<file path="config.mk">
export PLATFORM = sky130hd
export DESIGN_NAME = seg_display_driver
export DESIGN_NICKNAME = d
export VERILOG_FILES = /design/src/rtl/seg_pkg.sv /design/src/rtl/hex_to_seg.sv /design/src/rtl/seg_display_driver.sv
export SDC_FILE = /design/constraint.sdc
export NUM_CORES = 1
export LEC_CHECK = 0
export CORE_AREA = 2 2 108 110
export DETAILED_ROUTE_END_ITERATION = 10
export DIE_AREA = 0 0 110 112
export PLACE_DENSITY_LB_ADDON = 0.1
export SKIP_CTS_REPAIR_TIMING = 1
export SLEW_MARGIN = 15
export SYNTH_ARGS = -nofsm -noshare
export SYNTH_HDL_FRONTEND = slang
export SYNTH_SLANG_ARGS = --single-unit
</file>
<file path="constraint.sdc">
create_clock -name Clock -period 3.4 [get_ports Clock]
set_input_delay 0.68 -clock Clock [delete_from_list [all_inputs] [get_ports Clock]]
set_output_delay 0.68 -clock Clock [all_outputs]
set_load 0.1 [all_outputs]
</file>
<file path="src/rtl/seg_pkg.sv">
`default_nettype none
// ============================================================================
// Module      : seg_pkg
// Description : Shared types and constants for the seven-segment display driver.
// Revision    : 1.0 - initial release
// ============================================================================
package seg_pkg;

    typedef enum logic [1:0] {
        IDLE    = 2'd0,
        CONVERT = 2'd1,
        COMMIT  = 2'd2
    } state_t;

    localparam logic [6:0] SEG_BLANK = 7'b1111111;

    // Active-low glyphs, bit0 = segment a ... bit6 = segment g.
    localparam logic [6:0] HEX_GLYPH [0:15] = '{
        7'b1000000, 7'b1111001, 7'b0100100, 7'b0110000,
        7'b0011001, 7'b0010010, 7'b0000010, 7'b1111000,
        7'b0000000, 7'b0010000, 7'b0001000, 7'b0000011,
        7'b1000110, 7'b0100001, 7'b0000110, 7'b0001110
    };

endpackage
`default_nettype wire

</file>
<file path="src/rtl/hex_to_seg.sv">
`default_nettype none
// ============================================================================
// Module      : hex_to_seg
// Description : Combinational 4-bit digit to active-low 7-segment decoder.
// Revision    : 1.0 - initial release
// ============================================================================
module hex_to_seg
    import seg_pkg::*;
(
    input  logic [3:0] digit,
    input  logic       blank,
    output logic [6:0] segments
);

    always_comb begin
        segments = HEX_GLYPH[digit];
        if (blank) begin
            segments = SEG_BLANK;
        end
    end

endmodule
`default_nettype wire

</file>
<file path="src/rtl/seg_display_driver.sv">
`default_nettype none
// ============================================================================
// Module      : seg_display_driver
// Description : 4-digit multiplexed display with hex or double-dabble decimal.
// Revision    : 1.0 - initial release
// ============================================================================
module seg_display_driver
    import seg_pkg::*;
#(
    parameter int RefreshCount = 50000
) (
    input  logic        Clock,
    input  logic        Reset,
    input  logic [15:0] Value,
    input  logic        Load,
    input  logic        DecimalMode,
    output logic        Busy,
    output logic        Overflow,
    output logic [6:0]  Segments,
    output logic [3:0]  Anodes
);

    localparam int CNT_W = (RefreshCount > 1) ? $clog2(RefreshCount) : 1;
    localparam logic [CNT_W-1:0] CNT_LAST = CNT_W'(RefreshCount - 1);

    state_t            state;
    state_t            state_next;
    logic [3:0]        conv_cnt;
    logic [15:0]       shift_reg;
    logic [19:0]       bcd;
    logic [15:0]       bcd_adj;
    logic [3:0][3:0]   digits;
    logic [3:0]        blank;
    logic [3:0]        commit_blank;
    logic              bcd_ovf;
    logic              zero3;
    logic              zero2;
    logic              zero1;
    logic              load_ok;
    logic [CNT_W-1:0]  refresh_cnt;
    logic [1:0]        index;
    logic [6:0]        glyph;

    assign load_ok = Load && (state == IDLE);
    assign Busy    = (state != IDLE);

    always_ff @(posedge Clock) begin
        if (Reset) begin
            state <= IDLE;
        end else begin
            state <= state_next;
        end
    end

    always_comb begin
        state_next = state;
        case (state)
            IDLE:    if (load_ok && DecimalMode) state_next = CONVERT;
            CONVERT: if (conv_cnt == 4'd15) state_next = COMMIT;
            COMMIT:  state_next = IDLE;
            default: state_next = IDLE;
        endcase
    end

    // Digit 4 never reaches 5 before the final shift of a 16-bit input, so it needs no adjust.
    always_comb begin
        bcd_adj = bcd[15:0];
        for (int i = 0; i < 4; i++) begin
            if (bcd[4*i +: 4] >= 4'd5) begin
                bcd_adj[4*i +: 4] = bcd[4*i +: 4] + 4'd3;
            end
        end
    end

    assign bcd_ovf      = (bcd[19:16] != 4'd0);
    assign zero3        = (bcd[15:12] == 4'd0);
    assign zero2        = (bcd[11:8]  == 4'd0);
    assign zero1        = (bcd[7:4]   == 4'd0);
    assign commit_blank = bcd_ovf ? 4'b0000
                                  : {zero3, zero3 & zero2, zero3 & zero2 & zero1, 1'b0};

    always_ff @(posedge Clock) begin
        if (Reset) begin
            conv_cnt  <= '0;
            shift_reg <= '0;
            bcd       <= '0;
            digits    <= '0;
            blank     <= '0;
            Overflow  <= 1'b0;
        end else begin
            case (state)
                IDLE: begin
                    if (load_ok && DecimalMode) begin
                        shift_reg <= Value;
                        bcd       <= '0;
                        conv_cnt  <= '0;
                    end else if (load_ok) begin
                        digits   <= Value;
                        blank    <= '0;
                        Overflow <= 1'b0;
                    end
                end
                CONVERT: begin
                    {bcd, shift_reg} <= {bcd[18:16], bcd_adj, shift_reg, 1'b0};
                    conv_cnt         <= conv_cnt + 4'd1;
                end
                COMMIT: begin
                    digits   <= bcd[15:0];
                    blank    <= commit_blank;
                    Overflow <= bcd_ovf;
                end
                default: begin
                end
            endcase
        end
    end

    hex_to_seg u_glyph (
        .digit    (digits[index]),
        .blank    (blank[index]),
        .segments (glyph)
    );

    // Anodes and Segments are both registered from the same index so they never disagree.
    always_ff @(posedge Clock) begin
        if (Reset) begin
            refresh_cnt <= '0;
            index       <= 2'd0;
            Anodes      <= 4'b1110;
            Segments    <= HEX_GLYPH[0];
        end else begin
            if (refresh_cnt == CNT_LAST) begin
                refresh_cnt <= '0;
                index       <= index + 2'd1;
            end else begin
                refresh_cnt <= refresh_cnt + CNT_W'(1);
            end
            Anodes   <= ~(4'b0001 << index);
            Segments <= glyph;
        end
    end

endmodule
`default_nettype wire
</file>
==> impl_metrics.json <==
{
  "status": "finished, final reports clean",
  "synth.distinct_cells": 51,
  "gp_congestion": 0.8294,
  "hold_viol_final": 0,
  "p_per_area_mw_per_mm2": 471.9,
  "hold_path_class": "flip-flop to flip-flop",
  "grt_setup_unrepaired": "no",
  "area_growth_pct": 16.23,
  "synthCells": 464,
  "grt_pass1_vias": 3242,
  "fin_tns_setup_ns": 0,
  "cts_tree": "yes",
  "synth_area_leader_cell": "dfxtp_1",
  "synth_area_leaders": "dfxtp_1, mux2i_1, ha_1",
  "vdd_drop_max_v": 0.0003025,
  "synth_top_cell_area_share_pct": 41.83,
  "core_area_mm2": 0.01117,
  "grt_pass1_wl_um": 16330,
  "arrival_ns": 1.78,
  "fin_area_mm2": 0.005062,
  "setup_slack_ns": 0.9370,
  "end_kind": "output pin",
  "grt_usage_pct": 17.18,
  "dp_slack_ns": 1.039,
  "ios": 33,
  "top_register": "bcd",
  "total_power_mw": 2.389,
  "dieHeight_um": 112,
  "maxUsedRoutingLayer": "met4",
  "setup_viol": 0,
  "fin_util_pct": 45.30,
  "rows": 39,
  "finalNetCount": 528,
  "drive_gt1_share_pct": 6.748,
  "path_buf_inv": 1,
  "wl_met1_um": 4836,
  "largest_reg_flops": 20,
  "synthFlopType": "dfxtp_1",
  "worst_pin_slew_ns": 0.9775,
  "maxCapViolCount": 0,
  "clk_path_buf_depth": 2,
  "cp_max_fo": 1,
  "die_width_um": 110,
  "layout_common_cells": "dfxtp_1, nor2_1, mux2i_1, a211oi_1, clkdlybuf4s50_1",
  "async_reset_ff_share_pct": 0,
  "io_buffers": 32,
  "wl_met2_um": 4402,
  "grt_overflow": 0,
  "antenna_found_initial": 0,
  "vias": 3321,
  "cts.clk_slew.worst_paths_ns": 0.06,
  "detail-route-antenna-nets": 0,
  "slew_violations": 0,
  "cp-start-kind": "flip-flop",
  "required_ns": 2.72,
  "dieArea_mm2": 0.01232,
  "fin_crit_sh_pct": 72.44,
  "clkSinkCount": 91,
  "critPathKind": "flip-flop to output pin",
  "slowest_delay_ns": 1.13,
  "ys_warn_count": 0,
  "cts_made_buffers": 9,
  "final_common_cell": "dfxtp_1",
  "insertion_delay_ns": 0.34,
  "dp_hpwl_um": 6774,
  "routed_wl_um": 9650,
  "drc": 0,
  "routedWlPerCell_um": 15.27,
  "critical_path.slowest_cell": "clkdlybuf4s50_1",
  "p_leak_nw": 1.909,
  "skew_ns": 0.007327,
  "viasPerCell": 5.255,
  "initial_utilization_pct": 38.98,
  "synth_nets": 508,
  "drtPass1Iterations": 4,
  "critPathTopFamily": "buffers and inverters",
  "period_minus_slack_ns": 2.463,
  "num_antenna_cells": 0,
  "crit_chain": "clkdlybuf4s50_1",
  "drt-initial-drc-count": 149,
  "postPlaceCellArea_mm2": 0.004767,
  "met3_length_um": 305,
  "avgSynthCellArea_um2": 9.387,
  "cts_root_buf": "clkbuf_16",
  "slew-limit-headroom_pct": 34.63,
  "ys_ff_latch": 91,
  "ys_seq_area_share_pct": 41.83,
  "htreeDepth": 3,
  "syn_area_mm2": 0.004355,
  "max_freq_ghz": 0.4060,
  "grt_max_degree": 47,
  "synth-edff-count": 0
}
[path summary, 6_finish.rpt]
path,cells past startpoint,slack [ns],start,to
worst max-delay path,1,0.94,Anodes[3]$_SDFF_PP1_,Anodes[3]
worst min-delay path,2,0.46,shift_reg[15]$_SDFFE_PP0P_,bcd[0]$_SDFFE_PP0P_
worst max register to register,7,1.21,index[0]$_SDFFE_PP0N_,Segments[3]$_SDFF_PP0_
worst min register to register,2,0.46,shift_reg[15]$_SDFFE_PP0P_,bcd[0]$_SDFFE_PP0P_
[logic make-up after synthesis]
kind of cell / Yosys count / synth area share, %
XOR/XNOR: 16 / 3.218
multiplexers: 40 / 10.51
AND/OR/NAND/NOR: 146 / 16.61
flip-flops: 91 / 41.83
buffers and inverters: 45 / 4.625
adder cells (fa/ha/maj): 24 / 6.895
AO/OA/AOI/OAI: 102 / 16.32
[metal layers]
layer	vias up	GRT usage, %
met5	-	0
met4	0	5.316
met3	7	5.152
li1	1714	-
met2	33	25.44
met1	1567	23.90
[metrics by stage]
step	cells	hold WS, ns
2_1_floorplan	464	0.4244
3_3_place_gp	616	0.4390
3_5_place_dp	616	0.4464
4_1_cts	632	0.4556
5_1_grt	632	0.4661
6_report	632	0.4559
[Yosys cell counts (4+ instances only)]
master / instances
a211oi_1: 33
a21oi_1: 24
a22o_1: 8
a32o_1: 4
and4_1: 4
buf_2: 8
clkbuf_1: 18
dfxtp_1: 91
ha_1: 24
inv_1: 15
mux2i_1: 33
nand2_1: 15
nand2b_1: 15
nand3_1: 10
nand4_1: 6
nor2_1: 70
nor3b_1: 4
o21ai_0: 6
o22ai_1: 7
o31ai_1: 7
xnor2_1: 8
xor2_1: 8
[area by class of cell]
cell class              count  area (µm²)
multi-input cells         328        2347
fillers                  1120        6112
clock inverters             5       52.55
well taps                 143       178.9
inverters                  15       56.30
flip-flops and latches     91        1822
repair buffers             39       362.8
clock buffers              11       242.7
[report_power, final]
part	leakage [nW]	internal, mW	switching (mW)
logic	1.02	0.102	0.164
clock network	0.145	0.586	0.406
registers	0.741	1.11	0.0229
(Power assumes the default switching activity.)
